$ cat src/rtl/dma_pkg.sv
// Shared types for the PIM DMA engine.
package dma_pkg;

  // One transfer request as written by the CSR block.
  typedef struct packed {
    logic [31:0] src_addr;
    logic [31:0] dst_addr;
    logic [15:0] length;
  } t_dma_descriptor;

endpackage

$ cat src/rtl/dma_dispatcher_if.sv
// Bundle of CSR-side and rd/wr-FSM-side signals around the descriptor dispatcher.
interface dma_dispatcher_if #(
  parameter int DEPTH = 16,
  parameter int CNT_W = 32
);

  dma_pkg::t_dma_descriptor       desc_in;
  logic                           desc_wr_en;
  logic                           desc_full;
  logic [$clog2(DEPTH+1)-1:0]     desc_count;
  logic                           desc_overflow;
  dma_pkg::t_dma_descriptor       descriptor;
  logic                           rd_desc_valid;
  logic                           wr_desc_valid;
  logic                           rd_fsm_done;
  logic                           wr_fsm_done;
  logic                           rd_stopped_on_error;
  logic                           wr_stopped_on_error;
  logic                           reset_dispatcher;
  logic                           busy;
  logic                           error;
  logic [CNT_W-1:0]               done_count;

  // Dispatcher side.
  modport slave (
    input  desc_in, desc_wr_en, rd_fsm_done, wr_fsm_done,
           rd_stopped_on_error, wr_stopped_on_error, reset_dispatcher,
    output desc_full, desc_count, desc_overflow, descriptor,
           rd_desc_valid, wr_desc_valid, busy, error, done_count
  );

  // CSR block / rd-wr FSM side.
  modport master (
    output desc_in, desc_wr_en, rd_fsm_done, wr_fsm_done,
           rd_stopped_on_error, wr_stopped_on_error, reset_dispatcher,
    input  desc_full, desc_count, desc_overflow, descriptor,
           rd_desc_valid, wr_desc_valid, busy, error, done_count
  );

endinterface

$ cat src/rtl/dma_dispatcher.sv
// Descriptor dispatcher: queues CSR descriptors, hands them one at a time to
// the rd/wr FSM pair and retires each only when both sides report done.
module dma_dispatcher #(
  parameter int DEPTH = 16,
  parameter int CNT_W = 32
) (
  input  logic              clk,
  input  logic              reset,
  dma_dispatcher_if.slave   bus
);

  localparam int CW = $clog2(DEPTH+1);
  localparam int AW = $clog2(DEPTH);

  typedef enum logic [1:0] {S_IDLE, S_LOAD, S_RUN, S_ERROR} t_state;

  t_state                   r_state;
  t_state                   w_next;
  dma_pkg::t_dma_descriptor r_mem [DEPTH];
  logic [AW-1:0]            r_wptr;
  logic [AW-1:0]            r_rptr;
  logic [CW-1:0]            r_count;
  logic                     r_overflow;
  logic                     r_rd_valid;
  logic                     r_wr_valid;
  dma_pkg::t_dma_descriptor r_desc;
  logic [CNT_W-1:0]         r_done_count;

  logic w_full;
  logic w_push;
  logic w_drop;
  logic w_pop;
  logic w_flush;
  logic w_err;
  logic w_rd_next;
  logic w_wr_next;
  logic w_load;
  logic w_retire;
  logic w_to_error;

  // Full is judged on the start-of-cycle count, so a pop in the same cycle
  // does not make room for a push.
  assign w_full    = (r_count == CW'(DEPTH));
  assign w_flush   = bus.reset_dispatcher;
  assign w_push    = bus.desc_wr_en & ~w_full & ~w_flush;
  assign w_drop    = bus.desc_wr_en & w_full;
  assign w_pop     = w_load;
  assign w_err     = bus.rd_stopped_on_error | bus.wr_stopped_on_error;
  // A done on an already-cleared side leaves it cleared.
  assign w_rd_next = r_rd_valid & ~bus.rd_fsm_done;
  assign w_wr_next = r_wr_valid & ~bus.wr_fsm_done;

  // State register.
  always_ff @(posedge clk) begin
    if (reset) r_state <= S_IDLE;
    else       r_state <= w_next;
  end

  // Next-state and per-cycle control strobes; dispatcher flush overrides all.
  always_comb begin
    w_next     = r_state;
    w_load     = 1'b0;
    w_retire   = 1'b0;
    w_to_error = 1'b0;
    case (r_state)
      S_IDLE: begin
        if (r_count != '0) w_next = S_LOAD;
      end
      S_LOAD: begin
        w_load = 1'b1;
        w_next = S_RUN;
      end
      S_RUN: begin
        if (w_err) begin
          w_to_error = 1'b1;
          w_next     = S_ERROR;
        end else if (!w_rd_next && !w_wr_next) begin
          w_retire = 1'b1;
          w_next   = (r_count != '0) ? S_LOAD : S_IDLE;
        end
      end
      S_ERROR: begin
        w_next = S_ERROR;
      end
      default: w_next = S_IDLE;
    endcase
    if (w_flush) begin
      w_next     = S_IDLE;
      w_load     = 1'b0;
      w_retire   = 1'b0;
      w_to_error = 1'b0;
    end
  end

  // FIFO storage; contents need no reset since pointers/count qualify them.
  always_ff @(posedge clk) begin
    if (w_push) r_mem[r_wptr] <= bus.desc_in;
  end

  // FIFO pointers and occupancy; pointers wrap naturally (DEPTH is a power of 2).
  always_ff @(posedge clk) begin
    if (reset || w_flush) begin
      r_wptr  <= '0;
      r_rptr  <= '0;
      r_count <= '0;
    end else begin
      if (w_push) r_wptr <= r_wptr + 1'b1;
      if (w_pop)  r_rptr <= r_rptr + 1'b1;
      case ({w_push, w_pop})
        2'b10:   r_count <= r_count + 1'b1;
        2'b01:   r_count <= r_count - 1'b1;
        default: r_count <= r_count;
      endcase
    end
  end

  // Sticky record of any push dropped because the FIFO was full.
  always_ff @(posedge clk) begin
    if (reset || w_flush) r_overflow <= 1'b0;
    else if (w_drop)      r_overflow <= 1'b1;
  end

  // Per-side valids: raised on load, each dropped on the edge its done is seen.
  always_ff @(posedge clk) begin
    if (reset || w_flush) begin
      r_rd_valid <= 1'b0;
      r_wr_valid <= 1'b0;
    end else if (w_load) begin
      r_rd_valid <= 1'b1;
      r_wr_valid <= 1'b1;
    end else if (w_to_error) begin
      r_rd_valid <= 1'b0;
      r_wr_valid <= 1'b0;
    end else if (r_state == S_RUN) begin
      r_rd_valid <= w_rd_next;
      r_wr_valid <= w_wr_next;
    end
  end

  // Active descriptor, held until the next load.
  always_ff @(posedge clk) begin
    if (reset)       r_desc <= '0;
    else if (w_load) r_desc <= r_mem[r_rptr];
  end

  // Retired-descriptor counter; wraps and survives a dispatcher flush.
  always_ff @(posedge clk) begin
    if (reset)         r_done_count <= '0;
    else if (w_retire) r_done_count <= r_done_count + 1'b1;
  end

  assign bus.desc_full     = w_full;
  assign bus.desc_count    = r_count;
  assign bus.desc_overflow = r_overflow;
  assign bus.descriptor    = r_desc;
  assign bus.rd_desc_valid = r_rd_valid;
  assign bus.wr_desc_valid = r_wr_valid;
  assign bus.busy          = (r_state != S_IDLE);
  assign bus.error         = (r_state == S_ERROR);
  assign bus.done_count    = r_done_count;

endmodule

$ cat src/flat_wrapper.sv
// flat-port wrapper written by rule: the top's interface ports become plain ports
module dma_dispatcher_flat 
#(
  parameter int DEPTH = 16,
  parameter int CNT_W = 32
)
  (clk, reset, bus_desc_in, bus_desc_wr_en, bus_rd_fsm_done, bus_wr_fsm_done, bus_rd_stopped_on_error, bus_wr_stopped_on_error, bus_reset_dispatcher, bus_desc_full, bus_desc_count, bus_desc_overflow, bus_descriptor, bus_rd_desc_valid, bus_wr_desc_valid, bus_busy, bus_error, bus_done_count);
  dma_dispatcher_if #(.DEPTH(DEPTH), .CNT_W(CNT_W)) bus_i ();
  input  logic clk;
  input  logic reset;
  input wire logic [$bits(bus_i.desc_in)-1:0] bus_desc_in;
  input wire logic [$bits(bus_i.desc_wr_en)-1:0] bus_desc_wr_en;
  input wire logic [$bits(bus_i.rd_fsm_done)-1:0] bus_rd_fsm_done;
  input wire logic [$bits(bus_i.wr_fsm_done)-1:0] bus_wr_fsm_done;
  input wire logic [$bits(bus_i.rd_stopped_on_error)-1:0] bus_rd_stopped_on_error;
  input wire logic [$bits(bus_i.wr_stopped_on_error)-1:0] bus_wr_stopped_on_error;
  input wire logic [$bits(bus_i.reset_dispatcher)-1:0] bus_reset_dispatcher;
  output wire logic [$bits(bus_i.desc_full)-1:0] bus_desc_full;
  output wire logic [$bits(bus_i.desc_count)-1:0] bus_desc_count;
  output wire logic [$bits(bus_i.desc_overflow)-1:0] bus_desc_overflow;
  output wire logic [$bits(bus_i.descriptor)-1:0] bus_descriptor;
  output wire logic [$bits(bus_i.rd_desc_valid)-1:0] bus_rd_desc_valid;
  output wire logic [$bits(bus_i.wr_desc_valid)-1:0] bus_wr_desc_valid;
  output wire logic [$bits(bus_i.busy)-1:0] bus_busy;
  output wire logic [$bits(bus_i.error)-1:0] bus_error;
  output wire logic [$bits(bus_i.done_count)-1:0] bus_done_count;
  assign bus_i.desc_in = bus_desc_in;
  assign bus_i.desc_wr_en = bus_desc_wr_en;
  assign bus_i.rd_fsm_done = bus_rd_fsm_done;
  assign bus_i.wr_fsm_done = bus_wr_fsm_done;
  assign bus_i.rd_stopped_on_error = bus_rd_stopped_on_error;
  assign bus_i.wr_stopped_on_error = bus_wr_stopped_on_error;
  assign bus_i.reset_dispatcher = bus_reset_dispatcher;
  assign bus_desc_full = bus_i.desc_full;
  assign bus_desc_count = bus_i.desc_count;
  assign bus_desc_overflow = bus_i.desc_overflow;
  assign bus_descriptor = bus_i.descriptor;
  assign bus_rd_desc_valid = bus_i.rd_desc_valid;
  assign bus_wr_desc_valid = bus_i.wr_desc_valid;
  assign bus_busy = bus_i.busy;
  assign bus_error = bus_i.error;
  assign bus_done_count = bus_i.done_count;
  dma_dispatcher #(.DEPTH(DEPTH), .CNT_W(CNT_W)) u_core (.clk(clk), .reset(reset), .bus(bus_i));
endmodule
$ cat config.mk
export PLATFORM = sky130hd
export DESIGN_NAME = dma_dispatcher_flat
export DESIGN_NICKNAME = d
export VERILOG_FILES = /design/src/rtl/dma_pkg.sv /design/src/rtl/dma_dispatcher_if.sv /design/src/rtl/dma_dispatcher.sv /design/src/flat_wrapper.sv
export SDC_FILE = /design/constraint.sdc
export NUM_CORES = 2
export LEC_CHECK = 0
export BUFFER_PORTS_ARGS = -buffer_cell sky130_fd_sc_hd__buf_2
export CORE_ASPECT_RATIO = 1.2
export CORE_MARGIN = 10
export CORE_UTILIZATION = 30
export CTS_BUF_LIST = sky130_fd_sc_hd__clkbuf_4
export CTS_CLUSTER_SIZE = 20
export DETAILED_ROUTE_END_ITERATION = 8
export GPL_ROUTABILITY_DRIVEN = 0
export PLACE_DENSITY = 0.55
export SLEW_MARGIN = 0
export SYNTH_ARGS = -nofsm -noshare
export SYNTH_HDL_FRONTEND = slang
export SYNTH_SLANG_ARGS = --single-unit
$ cat constraint.sdc
create_clock -name clk -period 18.73 [get_ports clk]
set_input_delay 3.746 -clock clk [delete_from_list [all_inputs] [get_ports clk]]
set_output_delay 3.746 -clock clk [all_outputs]
set_load 0.02 [all_outputs]
==> impl_summary.txt <==
----------------------------------------------------
[Critical path]
  Worst Path Buf+Inv ... 1
  Path depth of the worst reg2reg path ... 5
  Cell type group with the largest total delay on the critical path ... simple AND/OR/NAND/NOR gates
  Data arrival time of the critical path ... 2.65 ns
  Kind of end point of the critical path ... output pin
  Worst Path Class, Setup ... reg2out
  Required time at the endpoint of the critical path ... around 15 ns
  Number of gates on the worst path with buffers counted ... 3
  Maximum single-stage delay on the critical path ... a little over 0.6 ns
  Crit-path max FO ... 10
  Cell-by-cell trace of the critical path ... or4_1 > nor2_1 > buf_2
  Slowest-stage cell, CP ... or4_1
  Critical Path Source Type ... register
  R2R setup slack ... 14.72 ns

[Logic synthesis]
  Number of enable flip-flop cells after synthesis ... 1,280
  Sequential element share of the synthesized area ... 0.772
  Area share of the leading cell type in the synthesized netlist ... 0.723
  Synth area leaders ... edfxtp_1, mux4_2, dfxtp_1, mux2i_1, a211oi_1
  Post-synth top area cell ... edfxtp_1
  Number of warnings reported in the yosys synthesis log ... 0
  Net count after synthesis ... 2,581
  Asr flop ratio synth ... 0
  Number of flip-flops and latches in the synthesized netlist ... around 1.4k
  Average cell area after synthesis ... 21.4 um2
  Main flop type after synthesis ... edfxtp_1
  Area of the mapped netlist ... 53,200 um2
  Number of library cell types mapped by synthesis ... 45
  Post-synthesis instance total ... 2,483

[Worst hold path]
  Worst Hold Class ... reg2reg
  Hold Path Stages ... 2

[Floorplanning]
  Rows ... 169
  # IOs ... roughly 210
  Core region area ... 177,000 um2
  Horiz. Die Dim ... 404 um
  Die area ... 195,000 um2
  Initial standard-cell utilization of the core ... 0.301
  Chip Height ... 481 um

[Finish]
  Number of filler instances in the final layout ... 16.6k
  Synth-to-Final Area Change ... 15.7%
  Post-Layout Inst Area ... a little over 60,000 um2
  Final nets ... between 3k and 4k
  Proportion of layout cells with a drive suffix above 1 ... 0.369

[Global route]
  Vias in the first global route ... 28.4k
  Pin count of the biggest net entering global routing ... 111
  GR Overflow Total ... 0
  Total Routing Usage GR ... 0.130
  Antenna violations before repair ... 44
  First-pass GRT wire length ... 189,000 um

[STA]
  Unrepaired setup endpoints after global routing ... no
  Setup TNS ... 0 ns
  Setup-violating endpoint count in the final report ... 0
  Pins Over Slew Limit ... 0
  Min Tclk post-route ... 6.40 ns
  Relative slew slack ... 0.229
  Fmax ... 156 MHz
  Least-Margin Pin Slew ... around 1.2 ns
  Worst hold slack across all endpoints ... 0.504 ns
  Final Hold Vio Count ... 0
  Crit share post-route ... 0.342
  Max Clock Skew ... 0.121 ns

[Drt]
  Starting DRC count in detailed routing ... ~1.7k
  Vias after detailed routing ... 26.8k
  Remaining antenna violation count after routing ... 0
  Number of search-and-repair iterations in the first detailed-routing pass ... 6
  Post-detailed-route DRC marker count ... 0
  Routed WL ... 128,000 um
  Via density per instance ... 4.84
  Routed length per placed instance ... 23.1 um

[Power and ir drop]
  Sequential share of power ... 0.564
  Sw Share ... 0.209
  Clock share of power ... 0.418
  Worst supply voltage drop on vdd ... 0.0500 mV
  Internal portion of total power ... 0.00484 W
  NetSw ... 0.00128 W
  P per Cell Area ... 99.3 nW/um2
  Share of total power in combinational logic ... 0.018
  Leakage ... slightly below 20 nW

[Clock tree]
  Count of hold buffers inserted by post-cts repair ... 0
  CTS-repair resized insts ... 0
  H-tree level count ... 5
  Clock Root Buffer ... clkbuf_4
  Later-pin clock latency in the skew report ... 1.29 ns
  Number of buffers on the longest clock path ... 4
  Setup bufs post-CTS ... 0
  Clock-pin transition on the worst setup and hold timing paths ... 0.07 ns
  TritonCTS Buffers ... 359
  Number of sinks handled by clock tree synthesis ... 1,410
  CTS tree ... done

[Placement]
  Detailed placer's ending HPWL ... roughly 72,000 um
  Placed cell area ... 57,000 um2
  Number of I/O port buffers ... 210

[Run]
  Total of max-cap violations ... 0

[Run status]
  Run status ... completed

----------------------------------------------------
## tightest hold or removal path, delay by kind of cell, from the launching register on
| kind | cells | cell delay (ns) |
|---|---|---|
| compound gates | 2 | 0.13 |
| flops | 1 | 0.33 |
## state kept, by name, summed over array words and instances (netlist names)
register / count
u_core.bus.desc_count: 5
u_core.bus.desc_overflow: 1
u_core.bus.descriptor: 80
u_core.bus.done_count: 32
u_core.bus.rd_desc_valid: 1
u_core.bus.wr_desc_valid: 1
u_core.r_mem: 1280
u_core.r_rptr: 4
u_core.r_state: 2
u_core.r_wptr: 4
## cell families after synthesis
logic type | share of synthesized area
muxes | 0.155
DFF | 0.772
and+or+nand+nor | 0.0187
AOI/OAI and AO/OA | 0.0381
xor gates and xnor gates | 0.00181
adders and majority gates | 0.00235
buffers and inverters | 0.0126
## cell usage after synthesis (all sizes together), types with 5 or more instances
cell and number:
a211oi 82, a21oi 24, buf 62, clkbuf 87, dfxtp 130, edfxtp 1280
ha 10, inv 10, mux2 16, mux2i 84, mux4 320, nand2 16
nand2b 5, nand3 19, nand4 11, nor2 49, nor2b 18, nor3b 5
nor4 16, o21ai 9, o21bai 80, o22ai 81, o31ai 11, or3 5
or4 15, xor2 8
## metal layers
layer / GRT usage / share of wire / vias to the layer above
met5: 0 / 0.0025 / -
met2: 0.203 / 0.47 / 796
met4: 0.0420 / 0.021 / 52
met1: 0.169 / 0.43 / 14000
li1: - / - / 11700
met3: 0.0441 / 0.073 / 263
## power groups by stage
stage	clock network, W	registers, W	logic (W)
after floorplan	0	0.00352	0.0000411
after global placement	0	0.00352	0.000112
after detailed placement	0	0.00352	0.000116
after CTS	0.00265	0.00345	0.000116
after global routing	0.00281	0.00345	0.000124
final	0.00255	0.00345	0.000113
## cells in the final DEF (no fill, tap or decap), types with 9 or more instances in the layout
cell and count:
edfxtp_1 1280, clkbuf_4 546, mux4_2 320, buf_2 209, dfxtp_1 127, mux2i_1 84, a211oi_1 82, o22ai_1 81
o21bai_1 80, clkinv_1 61, buf_4 46, nor2_1 37, a21oi_1 24, nand3_1 19, nor2b_1 17, nor4_1 16
mux2_2 16, or4_1 15, nand2_1 15, clkinv_2 13, nor2_4 12, o31ai_1 11, inv_1 10, nand4_1 10
ha_1 10, o21ai_0 9
## stage by stage
step | cells | setup WS (ns) | total power, W | utilization
6_report | 5534 | 12.33 | 0.00611 | 0.349
5_1_grt | 5529 | 12.18 | 0.00638 | 0.349
4_1_cts | 5527 | 12.17 | 0.00621 | 0.349
3_5_place_dp | 4900 | 11.72 | 0.00363 | 0.323
3_3_place_gp | 4900 | 11.68 | 0.00363 | 0.323
2_1_floorplan | 2483 | 8.37 | 0.00356 | -
## worst paths after layout
check,from,endpoint
worst max-delay path,u_core.bus.desc_count[1],bus_desc_full
worst min register to register,u_core.bus.done_count[16],u_core.bus.done_count[16]
worst min-delay path,u_core.bus.done_count[16],u_core.bus.done_count[16]
worst max register to register,u_core.r_rptr[0],u_core.bus.descriptor[50]
## final cells by class
class,instances,area [um2],share of cell area
Clock inverter,81,399,0.00648
Antenna cell,7,17.5,0.000285
Timing Repair Buffer,258,1450,0.0236
Multi-Input combinational cell,914,11600,0.189
Tap cell,2308,2890,0.0469
Inverter,10,37.5,0.000610
Sequential cell,1410,41100,0.667
Clock buffer,546,4100,0.0666
(Power assumes the default switching activity.)
